--- src/rtl/mem_arb_pkg.sv ---
`default_nettype none
// ----------------------------------------------------------------------------
// mem_arb_pkg : shared types and width defaults for the RAM arbiter
// Rev 1.0
// ----------------------------------------------------------------------------
package mem_arb_pkg;

    localparam int unsigned c_ADDR_WIDTH = 4;
    localparam int unsigned c_DATA_WIDTH = 8;

    typedef enum logic [0:0] {
        ST_IDLE   = 1'b0,
        ST_ACCESS = 1'b1
    } state_t;

    // Values double as bit positions in the request vector.
    typedef enum logic [1:0] {
        REQ_F = 2'd0,
        REQ_D = 2'd1,
        REQ_P = 2'd2
    } req_id_t;

endpackage
`default_nettype wire

--- src/rtl/mem_arb_if.sv ---
`default_nettype none
// ----------------------------------------------------------------------------
// mem_arb_if : requester handshakes and RAM-side bus of mem_arbiter
// Program-loader signals exist only with MEM_ARB_PROG_EN.  Rev 1.0
// ----------------------------------------------------------------------------
interface mem_arb_if
    import mem_arb_pkg::*;
#(
    parameter int unsigned DATA_WIDTH = c_DATA_WIDTH,
    parameter int unsigned ADDR_WIDTH = c_ADDR_WIDTH
);
    logic                  i_f_req;
    logic [ADDR_WIDTH-1:0] i_f_addr;
    logic                  o_f_gnt;
    logic                  o_f_rvalid;
    logic [DATA_WIDTH-1:0] o_f_rdata;

    logic                  i_d_req;
    logic                  i_d_we;
    logic                  i_d_jmp;
    logic [ADDR_WIDTH-1:0] i_d_addr;
    logic [DATA_WIDTH-1:0] i_d_wdata;
    logic                  o_d_gnt;
    logic                  o_d_rvalid;
    logic [DATA_WIDTH-1:0] o_d_rdata;

    logic                  o_ram_we;
    logic                  o_ram_jmp;
    logic [DATA_WIDTH-1:0] o_ram_addr;
    logic [DATA_WIDTH-1:0] o_ram_wdata;
    logic [DATA_WIDTH-1:0] i_ram_rdata;

`ifdef MEM_ARB_PROG_EN
    logic                  i_p_req;
    logic [ADDR_WIDTH-1:0] i_p_addr;
    logic [DATA_WIDTH-1:0] i_p_wdata;
    logic                  o_p_gnt;
`endif

    modport slave (
        input  i_f_req, i_f_addr,
        output o_f_gnt, o_f_rvalid, o_f_rdata,
        input  i_d_req, i_d_we, i_d_jmp, i_d_addr, i_d_wdata,
        output o_d_gnt, o_d_rvalid, o_d_rdata,
        output o_ram_we, o_ram_jmp, o_ram_addr, o_ram_wdata,
        input  i_ram_rdata
`ifdef MEM_ARB_PROG_EN
        , input  i_p_req, i_p_addr, i_p_wdata
        , output o_p_gnt
`endif
    );

    modport master (
        output i_f_req, i_f_addr,
        input  o_f_gnt, o_f_rvalid, o_f_rdata,
        output i_d_req, i_d_we, i_d_jmp, i_d_addr, i_d_wdata,
        input  o_d_gnt, o_d_rvalid, o_d_rdata,
        input  o_ram_we, o_ram_jmp, o_ram_addr, o_ram_wdata,
        output i_ram_rdata
`ifdef MEM_ARB_PROG_EN
        , output i_p_req, i_p_addr, i_p_wdata
        , input  o_p_gnt
`endif
    );

endinterface
`default_nettype wire

--- src/rtl/mem_arb_rr.sv ---
`default_nettype none
// ----------------------------------------------------------------------------
// mem_arb_rr : winner select, loader first, then round-robin fetch/data
// Rev 1.0
// ----------------------------------------------------------------------------
module mem_arb_rr
    import mem_arb_pkg::*;
(
    input  logic [2:0] i_req,
    input  logic       i_last_d,
    output logic       o_valid,
    output req_id_t    o_winner
);

    always_comb begin
        o_valid  = |i_req;
        o_winner = REQ_F;
        if (i_req[REQ_P]) begin
            o_winner = REQ_P;
        end else if (i_req[REQ_F] && i_req[REQ_D]) begin
            o_winner = i_last_d ? REQ_F : REQ_D;
        end else if (i_req[REQ_D]) begin
            o_winner = REQ_D;
        end
    end

endmodule
`default_nettype wire

--- src/rtl/mem_arbiter.sv ---
`default_nettype none
// ----------------------------------------------------------------------------
// mem_arbiter : two-cycle shared access to the single-port program/data RAM
// MEM_ARB_PROG_EN adds a highest-priority write-only loader port.  Rev 1.0
// ----------------------------------------------------------------------------
module mem_arbiter
    import mem_arb_pkg::*;
#(
    parameter int unsigned DATA_WIDTH = c_DATA_WIDTH,
    parameter int unsigned ADDR_WIDTH = c_ADDR_WIDTH
) (
    input  logic     i_clk,
    input  logic     i_rst,
    mem_arb_if.slave bus
);

    localparam int unsigned c_PAD = DATA_WIDTH - ADDR_WIDTH;

    state_t                r_state,     w_state_nxt;
    req_id_t               r_winner,    w_winner_nxt;
    logic                  r_last_d,    w_last_d_nxt;
    logic                  r_f_gnt,     w_f_gnt_nxt;
    logic                  r_d_gnt,     w_d_gnt_nxt;
    logic                  r_f_rvalid,  w_f_rvalid_nxt;
    logic                  r_d_rvalid,  w_d_rvalid_nxt;
    logic [DATA_WIDTH-1:0] r_f_rdata,   w_f_rdata_nxt;
    logic [DATA_WIDTH-1:0] r_d_rdata,   w_d_rdata_nxt;
    logic                  r_ram_we,    w_ram_we_nxt;
    logic                  r_ram_jmp,   w_ram_jmp_nxt;
    logic [DATA_WIDTH-1:0] r_ram_addr,  w_ram_addr_nxt;
    logic [DATA_WIDTH-1:0] r_ram_wdata, w_ram_wdata_nxt;
`ifdef MEM_ARB_PROG_EN
    logic                  r_p_gnt,     w_p_gnt_nxt;
`endif

    logic [2:0] w_req;
    logic       w_grant_valid;
    req_id_t    w_grant_id;

`ifdef MEM_ARB_PROG_EN
    assign w_req = {bus.i_p_req, bus.i_d_req, bus.i_f_req};
`else
    assign w_req = {1'b0, bus.i_d_req, bus.i_f_req};
`endif

    mem_arb_rr u_rr (
        .i_req    (w_req),
        .i_last_d (r_last_d),
        .o_valid  (w_grant_valid),
        .o_winner (w_grant_id)
    );

    always_comb begin
        w_state_nxt     = r_state;
        w_winner_nxt    = r_winner;
        w_last_d_nxt    = r_last_d;
        w_f_gnt_nxt     = 1'b0;
        w_d_gnt_nxt     = 1'b0;
        w_f_rvalid_nxt  = 1'b0;
        w_d_rvalid_nxt  = 1'b0;
        w_f_rdata_nxt   = r_f_rdata;
        w_d_rdata_nxt   = r_d_rdata;
        w_ram_we_nxt    = 1'b0;
        w_ram_jmp_nxt   = 1'b0;
        w_ram_addr_nxt  = '0;
        w_ram_wdata_nxt = '0;
`ifdef MEM_ARB_PROG_EN
        w_p_gnt_nxt     = 1'b0;
`endif
        case (r_state)
            ST_IDLE: begin
                if (w_grant_valid) begin
                    w_state_nxt  = ST_ACCESS;
                    w_winner_nxt = w_grant_id;
                    case (w_grant_id)
                        REQ_F: begin
                            w_f_gnt_nxt    = 1'b1;
                            w_last_d_nxt   = 1'b0;
                            w_ram_addr_nxt = {{c_PAD{1'b0}}, bus.i_f_addr};
                        end
                        REQ_D: begin
                            w_d_gnt_nxt     = 1'b1;
                            w_last_d_nxt    = 1'b1;
                            w_ram_addr_nxt  = {{c_PAD{1'b0}}, bus.i_d_addr};
                            w_ram_we_nxt    = bus.i_d_we;
                            w_ram_jmp_nxt   = bus.i_d_jmp & ~bus.i_d_we;
                            w_ram_wdata_nxt = bus.i_d_we ? bus.i_d_wdata : '0;
                        end
`ifdef MEM_ARB_PROG_EN
                        // Loader grants leave the fetch/data fairness pointer untouched.
                        REQ_P: begin
                            w_p_gnt_nxt     = 1'b1;
                            w_ram_addr_nxt  = {{c_PAD{1'b0}}, bus.i_p_addr};
                            w_ram_we_nxt    = 1'b1;
                            w_ram_wdata_nxt = bus.i_p_wdata;
                        end
`endif
                        default: w_state_nxt = ST_IDLE;
                    endcase
                end
            end
            ST_ACCESS: begin
                w_state_nxt = ST_IDLE;
                if (r_winner == REQ_F) begin
                    w_f_rvalid_nxt = 1'b1;
                    w_f_rdata_nxt  = bus.i_ram_rdata;
                end else if (r_winner == REQ_D && !r_ram_we) begin
                    w_d_rvalid_nxt = 1'b1;
                    w_d_rdata_nxt  = r_ram_jmp ? {{(DATA_WIDTH-4){1'b0}}, bus.i_ram_rdata[3:0]}
                                               : bus.i_ram_rdata;
                end
            end
            default: w_state_nxt = ST_IDLE;
        endcase
    end

    always_ff @(posedge i_clk or posedge i_rst) begin
        if (i_rst) begin
            r_state     <= ST_IDLE;
            r_winner    <= REQ_F;
            r_last_d    <= 1'b1;
            r_f_gnt     <= 1'b0;
            r_d_gnt     <= 1'b0;
            r_f_rvalid  <= 1'b0;
            r_d_rvalid  <= 1'b0;
            r_f_rdata   <= '0;
            r_d_rdata   <= '0;
            r_ram_we    <= 1'b0;
            r_ram_jmp   <= 1'b0;
            r_ram_addr  <= '0;
            r_ram_wdata <= '0;
`ifdef MEM_ARB_PROG_EN
            r_p_gnt     <= 1'b0;
`endif
        end else begin
            r_state     <= w_state_nxt;
            r_winner    <= w_winner_nxt;
            r_last_d    <= w_last_d_nxt;
            r_f_gnt     <= w_f_gnt_nxt;
            r_d_gnt     <= w_d_gnt_nxt;
            r_f_rvalid  <= w_f_rvalid_nxt;
            r_d_rvalid  <= w_d_rvalid_nxt;
            r_f_rdata   <= w_f_rdata_nxt;
            r_d_rdata   <= w_d_rdata_nxt;
            r_ram_we    <= w_ram_we_nxt;
            r_ram_jmp   <= w_ram_jmp_nxt;
            r_ram_addr  <= w_ram_addr_nxt;
            r_ram_wdata <= w_ram_wdata_nxt;
`ifdef MEM_ARB_PROG_EN
            r_p_gnt     <= w_p_gnt_nxt;
`endif
        end
    end

    assign bus.o_f_gnt     = r_f_gnt;
    assign bus.o_f_rvalid  = r_f_rvalid;
    assign bus.o_f_rdata   = r_f_rdata;
    assign bus.o_d_gnt     = r_d_gnt;
    assign bus.o_d_rvalid  = r_d_rvalid;
    assign bus.o_d_rdata   = r_d_rdata;
    assign bus.o_ram_we    = r_ram_we;
    assign bus.o_ram_jmp   = r_ram_jmp;
    assign bus.o_ram_addr  = r_ram_addr;
    assign bus.o_ram_wdata = r_ram_wdata;
`ifdef MEM_ARB_PROG_EN
    assign bus.o_p_gnt     = r_p_gnt;
`endif

endmodule
`default_nettype wire
--- src/flat_wrapper.sv ---
// flat-port wrapper written by rule: the top's interface ports become plain ports
module mem_arbiter_flat import mem_arb_pkg::*;
#(
    parameter int unsigned DATA_WIDTH = c_DATA_WIDTH,
    parameter int unsigned ADDR_WIDTH = c_ADDR_WIDTH
)
  (i_clk, i_rst, bus_i_f_req, bus_i_f_addr, bus_o_f_gnt, bus_o_f_rvalid, bus_o_f_rdata, bus_i_d_req, bus_i_d_we, bus_i_d_jmp, bus_i_d_addr, bus_i_d_wdata, bus_o_d_gnt, bus_o_d_rvalid, bus_o_d_rdata, bus_o_ram_we, bus_o_ram_jmp, bus_o_ram_addr, bus_o_ram_wdata, bus_i_ram_rdata);
  mem_arb_if #(.DATA_WIDTH(DATA_WIDTH), .ADDR_WIDTH(ADDR_WIDTH)) bus_i ();
  input  logic i_clk;
  input  logic i_rst;
  input wire logic [$bits(bus_i.i_f_req)-1:0] bus_i_f_req;
  input wire logic [$bits(bus_i.i_f_addr)-1:0] bus_i_f_addr;
  output wire logic [$bits(bus_i.o_f_gnt)-1:0] bus_o_f_gnt;
  output wire logic [$bits(bus_i.o_f_rvalid)-1:0] bus_o_f_rvalid;
  output wire logic [$bits(bus_i.o_f_rdata)-1:0] bus_o_f_rdata;
  input wire logic [$bits(bus_i.i_d_req)-1:0] bus_i_d_req;
  input wire logic [$bits(bus_i.i_d_we)-1:0] bus_i_d_we;
  input wire logic [$bits(bus_i.i_d_jmp)-1:0] bus_i_d_jmp;
  input wire logic [$bits(bus_i.i_d_addr)-1:0] bus_i_d_addr;
  input wire logic [$bits(bus_i.i_d_wdata)-1:0] bus_i_d_wdata;
  output wire logic [$bits(bus_i.o_d_gnt)-1:0] bus_o_d_gnt;
  output wire logic [$bits(bus_i.o_d_rvalid)-1:0] bus_o_d_rvalid;
  output wire logic [$bits(bus_i.o_d_rdata)-1:0] bus_o_d_rdata;
  output wire logic [$bits(bus_i.o_ram_we)-1:0] bus_o_ram_we;
  output wire logic [$bits(bus_i.o_ram_jmp)-1:0] bus_o_ram_jmp;
  output wire logic [$bits(bus_i.o_ram_addr)-1:0] bus_o_ram_addr;
  output wire logic [$bits(bus_i.o_ram_wdata)-1:0] bus_o_ram_wdata;
  input wire logic [$bits(bus_i.i_ram_rdata)-1:0] bus_i_ram_rdata;
  assign bus_i.i_f_req = bus_i_f_req;
  assign bus_i.i_f_addr = bus_i_f_addr;
  assign bus_o_f_gnt = bus_i.o_f_gnt;
  assign bus_o_f_rvalid = bus_i.o_f_rvalid;
  assign bus_o_f_rdata = bus_i.o_f_rdata;
  assign bus_i.i_d_req = bus_i_d_req;
  assign bus_i.i_d_we = bus_i_d_we;
  assign bus_i.i_d_jmp = bus_i_d_jmp;
  assign bus_i.i_d_addr = bus_i_d_addr;
  assign bus_i.i_d_wdata = bus_i_d_wdata;
  assign bus_o_d_gnt = bus_i.o_d_gnt;
  assign bus_o_d_rvalid = bus_i.o_d_rvalid;
  assign bus_o_d_rdata = bus_i.o_d_rdata;
  assign bus_o_ram_we = bus_i.o_ram_we;
  assign bus_o_ram_jmp = bus_i.o_ram_jmp;
  assign bus_o_ram_addr = bus_i.o_ram_addr;
  assign bus_o_ram_wdata = bus_i.o_ram_wdata;
  assign bus_i.i_ram_rdata = bus_i_ram_rdata;
  mem_arbiter #(.DATA_WIDTH(DATA_WIDTH), .ADDR_WIDTH(ADDR_WIDTH)) u_core (.i_clk(i_clk), .i_rst(i_rst), .bus(bus_i));
endmodule
--- config.mk ---
export PLATFORM = sky130hd
export DESIGN_NAME = mem_arbiter_flat
export DESIGN_NICKNAME = d
export VERILOG_FILES = /design/src/rtl/mem_arb_pkg.sv /design/src/rtl/mem_arb_if.sv /design/src/rtl/mem_arb_rr.sv /design/src/rtl/mem_arbiter.sv /design/src/flat_wrapper.sv
export SDC_FILE = /design/constraint.sdc
export NUM_CORES = 1
export LEC_CHECK = 0
export CAP_MARGIN = 10
export CELL_PAD_IN_SITES_DETAIL_PLACEMENT = 1
export CELL_PAD_IN_SITES_GLOBAL_PLACEMENT = 1
export CORE_ASPECT_RATIO = 0.6
export CORE_MARGIN = 5
export CORE_UTILIZATION = 30
export CTS_CLUSTER_SIZE = 12
export DETAILED_ROUTE_END_ITERATION = 10
export PLACE_DENSITY_LB_ADDON = 0.3
export SLEW_MARGIN = 30
export SYNTH_ARGS = -nofsm -noshare
export SYNTH_HDL_FRONTEND = slang
export SYNTH_SLANG_ARGS = --single-unit
--- constraint.sdc ---
create_clock -name i_clk -period 1.25 [get_ports i_clk]
set_input_delay 0.125 -clock i_clk [delete_from_list [all_inputs] [get_ports i_clk]]
set_output_delay 0.125 -clock i_clk [all_outputs]
set_load 0.01 [all_outputs]
Word-level counts from Yosys, hierarchy flattened
Index checks and enable logic that the tools add are counted.
Storage, ports and cells
  output and inout port bits: 38
  register bits: 42
  logic and storage cells: 63
Cells by class
  reduce and logical (&&, ||, !) cells: 12
  multiplexer cells: 32
  equality and inequality tests: 2
  bitwise logic cells: 4
Operators by type and width (count)
  $mux 8: 7
  $mux 1: 22
  $pmux 4 s2: 1
  $reduce_and 3->1: 2
  $logic_not 2->1: 2
  $pmux 1 s2: 2
  $reduce_and 2->1: 2
  $reduce_or 2->1: 2
  $not 1->1: 3
  $eq 2x1->1 const B: 1
  $logic_and 1x1->1: 2
  $reduce_bool 2->1: 1
  $and 1x1->1: 1
  $eq 1x1->1 const B: 1
  $logic_not 1->1: 1

Depth between registers and ports, before layout
  depth after elaboration: 7
  mapped depth: 5
  mapped depth without buffers: 3

Cells and area by module
Synthesis repeated with hierarchy kept, for this count alone.
Unflattened totals
  cells, all modules: 112
  area total of the unflattened synthesis: 1497.7 µm²
Modules (own cells, without submodules)
  mem_arbiter: times used 1, cells each 108, area each 1472.7 µm²
  mem_arb_rr: times used 1, cells each 4, area each 25.0 µm²

Least setup slack after synthesis
Ideal clock, no wire load.
  path kind: register -> register
  start point: register u_core.r_ram_we (netlist: u_core.bus.o_ram_we)
  end point: register u_core.r_d_rdata[0] (netlist: u_core.bus.o_d_rdata[0])
  path slack: 0.045 ns
  stages on the path, launching flop included: 4
  period minus slack after synthesis: 1.205 ns
  arrival: 1.080 ns
  setup time: 0.125 ns
  cell sequence: dfrtp_1 -> nand3b_2 -> buf_6 -> mux2_4
Between the ends
  longest elaborated chain between the ends: 3
Ends and longest elaborated chain
  start, declared: RTL line mem_arbiter.sv:28  | logic r_ram_we, w_ram_we_nxt;
  start signal, assigned: RTL line mem_arbiter.sv:145  | r_ram_we <= w_ram_we_nxt;
  $logic_not 1->1: RTL line mem_arbiter.sv:107  | end else if (r_winner == REQ_D && !r_ram_we) begin
  $logic_and 1x1->1: RTL line mem_arbiter.sv:107
  $reduce_and 3->1 (no line)
  end signal, assigned: RTL line mem_arbiter.sv:144  | r_d_rdata <= w_d_rdata_nxt;
  end, declared: RTL line mem_arbiter.sv:27  | logic [DATA_WIDTH-1:0] r_d_rdata, w_d_rdata_nxt;
No other way between the ends.
A chain may end at the register's enable or synchronous reset.

Worst setup path in the final report
  start point: register u_core.r_last_d
  end point: register u_core.r_winner[0]
Between the ends
  longest elaborated chain between the ends: 2
Ends and longest elaborated chain
  start, declared: RTL line mem_arbiter.sv:21  | logic r_last_d, w_last_d_nxt;
  start signal, assigned: RTL line mem_arbiter.sv:138  | r_last_d <= w_last_d_nxt;
  $mux 1: RTL line mem_arb_rr.sv:21  | o_winner = i_last_d ? REQ_F : REQ_D;
  $mux 1: RTL line mem_arb_rr.sv:20  | end else if (i_req[REQ_F] && i_req[REQ_D]) begin
  end signal, assigned: RTL line mem_arbiter.sv:137  | r_winner <= w_winner_nxt;
  end, declared: RTL line mem_arbiter.sv:20  | req_id_t r_winner, w_winner_nxt;
No other way between the ends.

==> impl_metrics.csv <==
group,metric,value,unit
outcome,outcome,"completed",
worst_setup_path,critical_path_class,"reg2reg",
worst_setup_path,reg2reg_setup_slack,0.07,ns
global_route,antenna_found_initial,0,
placed_design,routabilityCongestion,0.8032,
synthesis,synth_top_area_cell,"dfrtp_1",
cells_and_area,final_nets,207,
cells_and_area,syn_to_final_growth,57.21,%
worst_setup_path,end_kind,"register",
worst_setup_path,max_stage_delay,0.56,ns
synthesis,syn_area,1406,um^2
worst_setup_path,arrival,1.35,ns
routing,initialDrtViolationCount,15,
synthesis,avgSynthCellArea,13.27,um^2
cells_and_area,multi_input_area,420.4,um^2
clock_tree,cts_setup_buffers,0,
power,p_comb_share,27.8,%
worst_setup_path,crit_slowest_cell,"dfstp_2",
clock_tree,cts_hold_buf,0,
floorplanning,row_count,19,
sta,hold_viol_final,0,
power,power.switching,1.044,mW
routing,ant_nets,0,
clock_tree,htreeDepth,2,
routing,drt-vias-per-instance,4.307,
power,internal-power,2.690,mW
worst_setup_path,cp_max_fo,5,
cells_and_area,seq_area,927.1,um^2
power,p_per_area,1689,nW/um^2
synthesis,synth_cell_types,22,
global_route,grt_pass1_wl,5.823,mm
power,leakage,1.097,nW
clock_tree,clock_latency,0.29,ns
routing,vias,1038,
power,p_sw_share,27.96,%
synthesis,synth_top_area_share,64.06,%
cells_and_area,drive_gt1_share,13.48,%
sta,max_freq,846.8,MHz
worst_setup_path,crit_chain,"nand2b_1, nand2_1, o22a_1",
synthesis,ys_warn_count,0,
global_route,grt_max_degree,38,
floorplanning,die_w,98.39,um
clock_tree,clk_pin_slew,0.07,ns
worst_setup_path,worstPathRequired,1.42,ns
synthesis,synth_edf_count,0,
synthesis,synthTopCellsByCount,"dfrtp_1, and2_1, mux2_1, nor2_1, nand2_1",
cells_and_area,layoutNonFillerInstCount,241,
synthesis,ys_async_sr_fraction,100.0,%
global_route,grt_pass1_vias,1151,
clock_tree,clockBufferDepth,2,
floorplanning,die_h,63.04,um
synthesis,yosysMostFrequentCell,"dfrtp_1",
routing,wirelength,3.717,mm
sta,drv_slew,0,
power,clkPwrFrac,28.6,%
cells_and_area,final_area,2211,um^2
routing,wl_per_cell,15.42,um
floorplanning,die_area,6202,um^2
sta,rsz0062_at_grt,"false",
floorplanning,io_pins,68,
placed_design,dp.cells,233,
power,p_seq_share,43.7,%
power,ir_worst_vdd,0.6670,mV
clock_tree,cts.sinks,37,
worst_hold_path,hold_path_class,"in2async",
cells_and_area,antenna_cells,0,
sta,min_period,1.181,ns
clock_tree,cts_root_buffer,"clkbuf_8",
sta,skew,0.005885,ns
global_route,track_usage,12.15,%
routing,drc_errors,0,
floorplanning,initial_core_util,30.81,%
routing,firstDrtPassIters,3,
placed_design,dp_hpwl,2.903,mm
sta,finalSetupViolCount,0,
synthesis,synth_area_leaders,"dfrtp_1, mux2_1, and2_1",
synthesis,yosys_register_bits,37,
global_route,grt-ovfl-total,0,
clock_tree,cts_tree,"yes",
clock_tree,tritoncts.num_buffers,5,
sta,fin_crit_sh,94.47,%
synthesis,synth_ff_type,"dfrtp_1",
synthesis,synthCells,106,
cells_and_area,fillerInstances,482,
placed_design,placed_area,2126,um^2
synthesis,ys_seq_area_share,65.93,%
run,max_cap_violations,0,
worst_setup_path,start_kind,"register",
floorplanning,coreArea,4564,um^2
placed_design,port_buffers,63,
[routing by layer]
layer	GRT usage [%]	share of wire, %	routed length (um)	up-vias
li1	-	-	-	481
met1	14.31	43	1600	509
met2	19.11	46	1717	43
met3	6.020	9.5	352	5
met4	4.600	1.2	46	0
met5	0	0	0	-
[layout make-up]
cell class              instances  share of cell area [%]
well taps                      63                   3.565
inverters                       3                  0.5093
multi-input cells              60                   19.02
clock buffers                   6                   3.735
repair buffers                 70                   29.54
clock inverters                 2                   1.698
flip-flops and latches         37                   41.94
[cells in the final DEF (no fill, tap or decap), types with 2 or more instances in the layout]
master           netlist  layout
buf_4                  6       6
dlygate4sd2_1          0      34
clkdlybuf4s50_1        0      29
clkbuf_8               0       6
a32oi_1                4       4
conb_1                 1       4
and2_1                 8       8
mux2_1                 8       8
nand2_1                7       7
inv_1                  3       3
o22a_1                 2       2
o21ai_0                4       3
nand2b_1               6       5
mux2_2                 3       3
nor2_1                 8       8
dfrtp_1               36      36
[sequential cells by signal (all words and copies together), names as in the netlist]
signal / flops
u_core.bus.o_d_rdata: 8
u_core.bus.o_f_rdata: 8
u_core.bus.o_ram_wdata: 8
u_core.bus.o_ram_addr: 4
u_core.bus.o_d_gnt: 1
u_core.bus.o_d_rvalid: 1
u_core.bus.o_f_gnt: 1
u_core.bus.o_f_rvalid: 1
u_core.bus.o_ram_jmp: 1
u_core.bus.o_ram_we: 1
u_core.r_last_d: 1
u_core.r_state: 1
u_core.r_winner: 1
[per-stage QoR]
stage / setup TNS [ns] / total power, mW / hold slack (ns) / worst slack [ns] / util [%]
2_1_floorplan: 0 / 2.125 / 0.1964 / 0.04535 / -
3_3_place_gp: -0.9965 / 2.844 / 0.4682 / -0.09645 / 46.57
3_5_place_dp: -2.424 / 2.910 / 0.4883 / -0.2776 / 46.57
4_1_cts: 0 / 3.806 / 0.1985 / 0.02676 / 48.33
5_1_grt: 0 / 3.950 / 0.2113 / 0.01788 / 48.44
6_report: 0 / 3.734 / 0.1848 / 0.06908 / 48.44
[power by group through the flow]
stage,clock [mW],combinational [mW],sequential [mW]
floorplan,0,0.355,1.77
global placement,0,1.20,1.64
detailed placement,0,1.24,1.67
CTS,1.11,1.06,1.64
global route,1.15,1.13,1.67
finish,1.07,1.04,1.63
[path summary, 6_finish.rpt]
path | cells after the start | from | to
worst max-delay path | 3 | u_core.r_last_d$_DFFE_PP1P_ | u_core.r_winner[0]$_DFFE_PP0P_
worst min-delay path | 3 | i_rst | u_core.bus.o_ram_wdata[2]$_DFF_PP0_
worst max register to register | 3 | u_core.r_last_d$_DFFE_PP1P_ | u_core.r_winner[0]$_DFFE_PP0P_
worst min register to register | 1 | u_core.bus.o_f_rdata[0]$_DFFE_PP0P_ | u_core.bus.o_f_rdata[0]$_DFFE_PP0P_
max in group asynchronous | 3 | i_rst | u_core.r_last_d$_DFFE_PP1P_
min in group i_clk | 2 | bus_i_d_wdata[1] | u_core.bus.o_ram_wdata[1]$_DFF_PP0_
[timing repair]
action | 4_1_cts | 5_1_grt
pin swaps | 0 | 0
resized for setup | 35 | 4
endpoints found under the setup margin | 42 | 13
[critical path, delay by kind of cell, from the launching register on]
| kind | cells | cell delay (ns) |
|---|---|---|
| AO/OA/AOI/OAI | 1 | 0.20 |
| AND/OR/NAND/NOR | 2 | 0.32 |
| flip-flops | 1 | 0.56 |
[cell families (layout without fill, tap and decap cells)]
logic type,Yosys count,after routing,share of synthesized area (%)
AOI/OAI and AO/OA,11,11,5.694
buffers and inverters,12,81,5.516
DFF,37,37,65.93
muxes,12,12,9.875
other,1,4,0.2666
and+or+nand+nor,33,33,12.72
(Power assumes the default switching activity.)
